===== src/rtl/instr_encoder.sv =====
// Purpose : assembles MIPS machine words (addu/subu/ori/lw/sw/beq/lui/j/jal/jr/nop)
//           from symbolic fields and writes them sequentially into instruction memory.
// Latency : handshake at edge N -> im_we high during cycle N+1 -> count updated at edge N+1.
// Backpr. : in_ready is high only in IDLE, so at most one word is accepted every 2 cycles.
//           in_ready stays low when the memory is full or after an illegal kind, until clr/reset.
// Ports   : clk, reset (async, active-low), clr (sync restart)
//           in_valid/in_ready handshake; in_kind/in_rs/in_rt/in_rd/in_imm/in_target request fields
//           im_we/im_addr/im_wdata IM write port
//           count (words written), pc_next (BASE_PC + 4*count), full, err (sticky)
module instr_encoder #(
  parameter int          ADDR_W  = 10,
  parameter logic [31:0] BASE_PC = 32'h0000_3000
) (
  input  logic              clk,
  input  logic              reset,
  input  logic              clr,
  input  logic              in_valid,
  output logic              in_ready,
  input  logic [3:0]        in_kind,
  input  logic [4:0]        in_rs,
  input  logic [4:0]        in_rt,
  input  logic [4:0]        in_rd,
  input  logic [15:0]       in_imm,
  input  logic [25:0]       in_target,
  output logic              im_we,
  output logic [ADDR_W-1:0] im_addr,
  output logic [31:0]       im_wdata,
  output logic [ADDR_W:0]   count,
  output logic [31:0]       pc_next,
  output logic              full,
  output logic              err
);

  localparam logic [3:0] K_NOP  = 4'd0;
  localparam logic [3:0] K_ADDU = 4'd1;
  localparam logic [3:0] K_SUBU = 4'd2;
  localparam logic [3:0] K_ORI  = 4'd3;
  localparam logic [3:0] K_LW   = 4'd4;
  localparam logic [3:0] K_SW   = 4'd5;
  localparam logic [3:0] K_BEQ  = 4'd6;
  localparam logic [3:0] K_LUI  = 4'd7;
  localparam logic [3:0] K_J    = 4'd8;
  localparam logic [3:0] K_JAL  = 4'd9;
  localparam logic [3:0] K_JR   = 4'd10;

  // count value just before the final write (DEPTH-1)
  localparam logic [ADDR_W:0] LAST_CNT = {1'b0, {ADDR_W{1'b1}}};

  typedef enum logic [1:0] {
    S_IDLE  = 2'd0,
    S_WRITE = 2'd1,
    S_FULL  = 2'd2,
    S_ERR   = 2'd3
  } state_t;

  state_t              state;
  state_t              state_nxt;
  logic [31:0]         enc;
  logic                legal;
  logic                accept;
  logic [ADDR_W-1:0]   ptr;

  // The write pointer is the low bits of count; it wraps to 0 on the final
  // write while count saturates at DEPTH.
  assign ptr    = count[ADDR_W-1:0];
  assign legal  = (in_kind <= K_JR);
  // A request arriving together with clr is dropped.
  assign accept = in_valid & in_ready & ~clr;

  assign pc_next = BASE_PC + {{(30-ADDR_W-1){1'b0}}, count, 2'b00};

  // Field packing; fields a kind does not use are forced to zero.
  always_comb begin
    enc = 32'd0;
    case (in_kind)
      K_NOP:  enc = 32'd0;
      K_ADDU: enc = {6'b000000, in_rs, in_rt, in_rd, 5'd0, 6'b100001};
      K_SUBU: enc = {6'b000000, in_rs, in_rt, in_rd, 5'd0, 6'b100011};
      K_ORI:  enc = {6'b001101, in_rs, in_rt, in_imm};
      K_LW:   enc = {6'b100011, in_rs, in_rt, in_imm};
      K_SW:   enc = {6'b101011, in_rs, in_rt, in_imm};
      K_BEQ:  enc = {6'b000100, in_rs, in_rt, in_imm};
      K_LUI:  enc = {6'b001111, 5'd0, in_rt, in_imm};
      K_J:    enc = {6'b000010, in_target};
      K_JAL:  enc = {6'b000011, in_target};
      K_JR:   enc = {6'b000000, in_rs, 15'd0, 6'b001000};
      default: enc = 32'd0;
    endcase
  end

  always_ff @(posedge clk or negedge reset) begin
    if (!reset) begin
      state <= S_IDLE;
    end else begin
      state <= state_nxt;
    end
  end

  // im_we decodes straight from the state register, so an asynchronous reset
  // during WRITE removes the strobe immediately.
  always_comb begin
    state_nxt = state;
    in_ready  = (state == S_IDLE);
    im_we     = (state == S_WRITE);
    case (state)
      S_IDLE: begin
        if (in_valid) begin
          state_nxt = legal ? S_WRITE : S_ERR;
        end
      end
      S_WRITE: begin
        state_nxt = (count == LAST_CNT) ? S_FULL : S_IDLE;
      end
      S_FULL:  state_nxt = S_FULL;
      S_ERR:   state_nxt = S_ERR;
      default: state_nxt = S_IDLE;
    endcase
    if (clr) begin
      state_nxt = S_IDLE;
    end
  end

  always_ff @(posedge clk or negedge reset) begin
    if (!reset) begin
      count    <= '0;
      im_addr  <= '0;
      im_wdata <= 32'd0;
      full     <= 1'b0;
      err      <= 1'b0;
    end else if (clr) begin
      count <= '0;
      full  <= 1'b0;
      err   <= 1'b0;
    end else begin
      // Address and word are captured at the handshake and then held, so
      // they stay stable through WRITE and afterwards.
      if (accept && legal) begin
        im_addr  <= ptr;
        im_wdata <= enc;
      end
      if (accept && !legal) begin
        err <= 1'b1;
      end
      if (state == S_WRITE) begin
        count <= count + 1'b1;
        if (count == LAST_CNT) begin
          full <= 1'b1;
        end
      end
    end
  end

endmodule


===== config.mk =====
export PLATFORM = sky130hd
export DESIGN_NAME = instr_encoder
export DESIGN_NICKNAME = d
export VERILOG_FILES = /design/src/rtl/instr_encoder.sv
export SDC_FILE = /design/constraint.sdc
export NUM_CORES = 1
export LEC_CHECK = 0
export ABC_CLOCK_PERIOD_IN_PS = 2000
export BUFFER_PORTS_ARGS = -buffer_cell sky130_fd_sc_hd__buf_4
export CAP_MARGIN = 20
export CORE_AREA = 2 2 86 88
export CTS_CLUSTER_DIAMETER = 100
export DETAILED_ROUTE_END_ITERATION = 12
export DIE_AREA = 0 0 88 90
export PLACE_DENSITY = 0.76
export SETUP_SLACK_MARGIN = 0.1
export SYNTH_ARGS = -nofsm -noshare
export SYNTH_HDL_FRONTEND = slang
export SYNTH_SLANG_ARGS = --single-unit

===== constraint.sdc =====
create_clock -name clk -period 2 [get_ports clk]
set_input_delay 0.2 -clock clk [delete_from_list [all_inputs] [get_ports clk]]
set_output_delay 0.2 -clock clk [all_outputs]
set_load 0.02 [all_outputs]

======== Word level (Yosys, flattened, before mapping) ========
Index checks and enable logic that the tools add are counted.
cells by class
  add/sub/neg operators ................... 2
  multiply operators ...................... 0
  div/mod/pow operators ................... 0
  magnitude comparators ................... 1
  equality and inequality tests ........... 15
  shifts and indexed selects .............. 0
  multiplexer cells ....................... 13
  bitwise gates (word level) .............. 3
  reduce and logical (&&, ||, !) cells .... 9
operator list
  operator                                                            count
  32-bit one-hot mux with 10 select lines                             1
  11-bit 2-to-1 mux                                                   2
  4-bit by 3-bit == test with 1-bit output (second input constant)    4
  14-bit by 13-bit adder with 15-bit output (first input constant)    1
  4-bit == test (second input constant)                               3
  11-bit by 1-bit adder with 11-bit output (second input constant)    1
  11-bit by 10-bit == test with 1-bit output (second input constant)  1
  4-bit by 2-bit == test with 1-bit output (second input constant)    2
  2-bit 2-to-1 mux                                                    4
  2-bit one-hot mux with 4 select lines                               1
  2-bit nonzero test                                                  3
  1-bit 2-to-1 mux                                                    5
  2-bit == test (second input constant)                               2
  4-bit by 1-bit == test with 1-bit output (second input constant)    1
  4-bit less-or-equal comparator (second input constant)              1
  2-bit AND reduction                                                 2
  3-bit != test (second input constant)                               1
  1-bit bitwise AND                                                   2
  2-bit by 1-bit == test with 1-bit output (second input constant)    1
  1-bit logical AND                                                   2
  2-bit logical NOT                                                   1
  1-bit logical NOT                                                   1
  1-bit NOT                                                           1
storage, ports and cells
  bits in registers ....................... 57
  bits in latches ......................... 0
  RAM bits ................................ 0
  bits in read-only memories .............. 0
  memories kept ........................... 0

======== Logic depth before layout (Yosys ltp) ========
Gate-level depths: netlist (run 1).
  depth in word-level cells ............... 6
  gate-level depth with buffers ........... 8
  gate-level depth less buffers ........... 6

======== Worst setup path before layout (run 1) ========
No wires, ideal clock.
  kind .................................... register -> register
  start ................................... register state[0]
  end ..................................... register im_wdata[10]
  library setup time ...................... 0.123 ns
  arrival time ............................ 1.651 ns
  required time ........................... 1.877 ns
  setup slack ............................. 0.227 ns
  cell stages (with the launch flop) ...... 9
  buffers on the path ..................... 2
  period minus slack after synthesis ...... 1.773 ns
  path through ............................ dfrtp_1 > inv_1 > ha_1 > nand3b_4 > a21o_1 > buf_6 > buf_6 > a221oi_2 > nor2_1
between the ends
  word-level cells in the longest chain between the ends .. 5
RTL lines
  element                               line  source
  start: declaration                    56    state_t state;
  start signal: assignment              95    state <= state_nxt;
  2-bit logical NOT                     103   in_ready = (state == S_IDLE);
  named net in_ready                    18    output logic in_ready,
  1-bit bitwise AND (2 in a row)        68    assign accept = in_valid & in_ready & ~clr;
  1-bit logical AND                     137   if (accept && legal) begin
  2-bit AND reduction (no source line)  -
  end signal: assignment                139   im_wdata <= enc;
  end: declaration                      27    output logic [31:0] im_wdata,
The timed path passes the listed nets, and every way through them passes these cells.
A chain may end at the register's enable or synchronous reset.

======== Worst setup path in the final report (run 1) ========
  start ................................... register state[0]
  end ..................................... register im_wdata[18]
between the ends
  word-level cells in the longest chain between the ends .. 5
RTL lines
  element                               line
  2-bit logical NOT                     103
  1-bit bitwise AND (2 in a row)        68
  1-bit logical AND                     137
  2-bit AND reduction (no source line)  -
Every way passes these cells.

==> impl_results.md, run 1 <==
* Outcome: complete, no violations
* Final slew viol count at 0
* Pwr/cell area at 1090 mW/mm^2
* Synth cell types at between 50 and 60
* Largest net degree at the start of global routing at 57
* Antenna violations before repair at 0
* YS warnings at 0
* Post-route ant nets at 0
* Fin crit share at between 90 and 100%
* WP data required at ~2.2 ns
* EDFF count, synth at 0
* Post-Synthesis Cells at around 350
* Setup crit start: state[0]
* Core footprint at 0.00702 sq mm
* Drt total wl at between 8 and 9 mm
* DP Area at 0.00406 sq mm
* CP Max Fanout at 46
* Ys async rst share at 100%
* First drt pass iteration count at 4
* Worst-margin pin slew at ~0.71 ns
* Via count at 2,885
* Die H at 90 microns
* GRT Residual Overflow at 0
* Post-Layout Inst Area at about 0.0042 sq mm
* CTS Buffer Depth at 2
* Die area at roughly 0.0079 sq mm
* Dominant synthesized flop cell: dfrtp_1
* CTS tree: yes
* Vias in the first global route at 2,741
* Clk_skew at 0.00263 ns
* Max_cap viols at 0
* Post-synthesis register bit count at 56
* Max rail drop VDD at between 0.5 and 0.6 mV
* Kind of critical path: register to register
* Sequential area share after synthesis at a little over two fifths
* Yosys top cell by area: dfrtp_1
* Number of I/O port buffers at ~130
* Crit path time final at 1.82 ns
* Setup TNS at 0 ns
* Synthesized area at approximately 0.0032 sq mm
* Fmax at between 500 and 600 MHz
* Hpwl dp at between 6 and 7 mm
* Root Buffer: clkbuf_8
* Final core occ at about three fifths
* PnR Total Power at 4.56 mW
* First-pass GRT wire length at approximately 13 mm
* # diodes at 0
* Share of cells above drive strength 1 at roughly a third
* Global router's overall resource usage at a little over a fifth
* Area Growth Syn to Fin at 31.4%
* CTS Buf Count at 5
* Setup Viol. Count Final at 0
* Total Nets Final at 529
* Startpoint Class: register
* Top cell type's share of synthesized area at between 40% and 50%
* Fillers at roughly 620
* Worst relative slew slack at a little over half
* Final Hold Viols at 0
* RSZ-0062 raised after global routing: false
* GPL Wtd Cong at between 0.8 and 0.9
* I/O pins at approximately 150
* DR WL/cell at approximately 15 microns
* Vias/cell at between 5 and 6
* CTS H-Tree Depth at 2
* Static leakage power at 2.10 nW
* Worst-path clk slew at ~0.1 ns
* Critical Path AT at about 2.0 ns
* DIE WIDTH at 88 microns
* Class of the worst hold path: primary input to register
* Syn_area_per_cell at 9.16 sq um
* 1st-iter DRT viols at ~200
* Critical path capture point type: register
* Min-delay src: in_imm[4]
* Clk Latency, worst-skew pair at roughly 0.3 ns
* DR DRC count at 0
* Sink Count at 56
* RR Startpoint: state[0]
* Row cnt at 31
* Initial Util at approximately 45%
* Ranking of synthesized cells by area: dfrtp_1 44%, buf_4 7.8%, nand2_1 5.9%
==> worst max-delay path, stage by stage (launching register included) <==
cell	delay (ns)
dfrtp_1	0.43
inv_1	0.14
ha_2	0.25
nand3b_4	0.15
a21o_1	0.21
buf_12	0.18
a221oi_1	0.26
nor2_1	0.07
==> state kept, by name, summed over array words and instances, names as in the netlist <==
| name | cells |
|---|---|
| err | 1 |
| im_wdata | 31 |
| count | 11 |
| full | 1 |
| state | 2 |
| im_addr | 10 |
==> path summary, 6_finish.rpt <==
path                            cells past startpoint  slack, ns           end
max in group asynchronous                           2       1.05   im_wdata[1]
worst min-delay path                                3       0.13   im_wdata[4]
worst min register to register                      2       0.49  im_wdata[23]
worst max register to register                      7       0.18  im_wdata[18]
worst max-delay path                                7       0.18  im_wdata[18]
min in group asynchronous                           2       0.47  im_wdata[10]
==> through the flow <==
stage               setup slack, ns  hold slack, ns  instances
global route                  0.104           0.137        556
global placement              0.320           0.293        549
detailed placement            0.132           0.304        549
finish                        0.183           0.133        556
floorplan                     0.227         -0.0956        367
CTS                           0.112           0.120        556
==> where the power goes <==
part / total [mW] / switching (mW) / internal [mW]
Clock: 0.710 / 0.350 / 0.360
Combinational: 2.10 / 1.19 / 0.909
Sequential: 1.75 / 0.251 / 1.50
Total: 4.56 / 1.79 / 2.77
==> synthesized netlist by cell type (3+ instances only) <==
master    instances
nand4_1           5
ha_1              6
nand2_1          50
nor3_1            3
buf_6             4
o21ai_1           4
buf_2            10
xor2_1            7
nor3b_1           7
o22a_1            3
a21o_1            3
nor2_1           48
dfrtp_1          56
buf_4            33
nand3b_1          5
a21oi_1          22
inv_1             7
a22oi_1           7
a221oi_1          7
clkbuf_1          5
o21ai_0          11
nand3_1           4
a221oi_2          6
==> layout by cell type (no fill, tap or decap), drive strengths merged, types with 3 or more instances in the layout <==
cell type    n
a21o         4
a21oi       23
a221oi      13
a22oi        7
buf        136
clkbuf       5
conb        20
dfrtp       56
ha           6
inv          7
nand2       50
nand3        4
nand3b       6
nand4        5
nor2        48
nor3         4
nor3b        7
o21ai       15
o22a         3
xor2         7
==> cells by family (layout without fill, tap and decap cells) <==
family | after synthesis | count (layout) | synth area share (%)
mux | 1 | 1 | 0.314
simple gates | 135 | 135 | 19.7
other cells | 1 | 20 | 0.118
buf+inv | 60 | 150 | 12.3
xor+xnor | 9 | 9 | 2.47
flops | 56 | 56 | 44.0
compound gates | 80 | 80 | 18.8
fa+ha+maj | 6 | 6 | 2.35
==> timing repair <==
action	4_1_cts	5_1_grt
setup endpoints to repair	0	6
resized for setup	0	3
setup buffers	0	0
endpoints found under the hold margin	56	0
hold buffers	1	0
==> per-layer routing <==
layer,share of wire [%],up-vias,GRT usage (%)
met1,40,1389,26.0
li1,-,1368,-
met2,51,116,36.8
met3,6.1,12,3.67
met4,2.0,0,6.79
met5,0,-,0
==> area by class of cell <==
class,instances,area (sq um),area share (%)
well taps,99,124,2.96
flip-flops and latches,56,1400,33.5
repair buffers,137,1060,25.2
multi-input cells,251,1480,35.4
inverters,7,26.3,0.627
clock buffers,5,68.8,1.64
clock inverters,1,30.0,0.717
Note: power is estimated with default switching activity, not from simulation.
==> run 2: changes to the inputs <==
- CORE_AREA: 2 2 86 88 -> 2 2 93 95
- DIE_AREA: 0 0 88 90 -> 0 0 95 97
- PLACE_DENSITY: 0.76 -> 0.66
==> impl_results.md, run 2 (synthesized netlist as in run 1, its figures left out) <==
* Register name with the most flops: im_wdata
* Initial Util at between 30% and 40%
* Kind of critical path: register to register
* Most frequent cells in the layout: 134 x buf_4, 56 x dfrtp_1, 50 x nand2_1
* Clk_skew at approximately 0.0064 ns
* Final worst slack at ~0.2 ns
* Min-delay src: in_imm[7]
* Number of I/O port buffers at between 100 and 150
* Setup crit start: state[0]
* R2r setup slk at around 0.2 ns
* Hpwl dp at roughly 6.2 mm
* CTS Buf Count at 5
* Root Buffer: clkbuf_8
* Post-Layout Inst Area at ~0.0042 sq mm
* Fmax at between 500 and 600 MHz
* I/O pins at about 150
* CTS tree: yes
* CP Max Fanout at 46
* Die H at between 90 and 100 microns
* Max_cap viols at 0
* Core footprint at approximately 0.0081 sq mm
* Top Registers: im_wdata (31), count (11), im_addr (10)
* # diodes at 0
* Row cnt at 33
* Worst relative slew slack at between 50% and 60%
* RR Startpoint: state[0]
* Drt total wl at 8.38 mm
* Pwr/cell area at between 1000 and 1500 mW/mm^2
* GPL Wtd Cong at ~0.78
* Max rail drop VDD at slightly above 0.5 mV
* CTS H-Tree Depth at 2
* Worst hold slack at around 0.13 ns
* Post-route ant nets at 0
* 1st-iter DRT viols at ~210
* Class of the worst hold path: primary input to register
* CTS Buffer Depth at 2
* Post-Place Setup Slack at roughly 0.19 ns
* RSZ-0062 raised after global routing: false
* CP Capture Point: im_wdata[16]
* WP data required at about 2.2 ns
* Antenna violations before repair at 0
* First-pass GRT wire length at between 10 and 15 mm
* Critical Path AT at around 2.0 ns
* GRT Residual Overflow at 0
* Final Hold Viols at 0
* Share of cells above drive strength 1 at between 30% and 40%
* Most common cell after layout, fill and taps aside: buf_4
* DR DRC count at 0
* Critical path capture point type: register
* DP Area at ~0.004 sq mm
* Global router's overall resource usage at a little under a fifth
* Vias in the first global route at roughly 2,600
* FF-to-FF path depth at 7
* Worst-path clk slew at around 0.1 ns
* Worst-margin pin slew at between 0.7 and 0.8 ns
* Final core occ at roughly 50%
* Via count at 2,802
* Largest net degree at the start of global routing at between 50 and 60
* DR WL/cell at 14.9 microns
* Vias/cell at 4.97
* Area Growth Syn to Fin at 31.1%
* Final slew viol count at 0
* Fin crit share at 90.0%
* Worst r2r dst: im_wdata[16]
* Crit path time final at between 1.5 and 2 ns
* Die area at around 0.009 sq mm
* Static leakage power at 2.09 nW
* Setup Viol. Count Final at 0
* Setup TNS at 0 ns
* First drt pass iteration count at 6
* Max reg flops at 31
* Total Nets Final at around 530
* Outcome: complete, no violations
* DIE WIDTH at approximately 95 microns
* Clk Latency, worst-skew pair at between 0.3 and 0.4 ns
* Sink Count at 56
* Startpoint Class: register
==> run 2: cell types whose count changed in the layout (fill, tap and decap cells not counted), sizes merged <==
cell      before  now
inv            7    8
clkinv         0    1
bufinv         1    0
clkinvlp       0    1
==> run 2: where the power goes <==
group	internal (mW)	switching, mW	leakage, nW
Clock	0.250	0.381	0.0445
Sequential	1.50	0.242	0.718
Combinational	0.909	1.19	1.33
==> run 2: through the flow <==
step,power (mW),cells
finish,4.46,564
global route,4.78,564
CTS,4.51,564
detailed placement,3.88,555
global placement,3.83,555
floorplan,2.98,367
==> run 2: what timing repair did <==
action	CTS	global route
hold buffers	1	0
endpoints found under the hold margin	56	0
buffers inserted	0	0
setup endpoints to repair	0	5
resized for setup	0	2
==> run 2: critical path, stage by stage (launching register included) <==
cell	delay, ns
dfrtp_1	0.43
inv_1	0.13
ha_2	0.25
nand3b_4	0.15
a21o_1	0.21
buf_12	0.18
a221oi_1	0.25
nor2_1	0.07
==> run 2: metal layers <==
metal | vias up | part of all wire (%) | GRT usage [%] | wire length [microns]
met5 | - | 0 | 0 | 0
met4 | 0 | 0.88 | 4.12 | 74
met3 | 8 | 6.3 | 3.66 | 530
met2 | 102 | 51 | 31.4 | 4270
met1 | 1321 | 42 | 23.7 | 3510
li1 | 1371 | - | - | -
==> run 2: worst min path at each step <==
stage	end	slack (ns)	cells past startpoint
finish	im_wdata[7]	0.13	3
global route	im_wdata[10]	0.12	3
CTS	im_wdata[7]	0.12	3
detailed placement	err	0.31	1
global placement	im_wdata[27]	0.29	1
floorplan	count[0]	-0.1	0
==> run 2: area by class of cell <==
cell class | instances | area, sq um
fillers | 789 | 3950
inverters | 7 | 26.3
clock inverters | 3 | 21.3
well taps | 105 | 131
repair buffers | 137 | 1060
multi-input cells | 251 | 1480
clock buffers | 5 | 68.8
flip-flops and latches | 56 | 1400
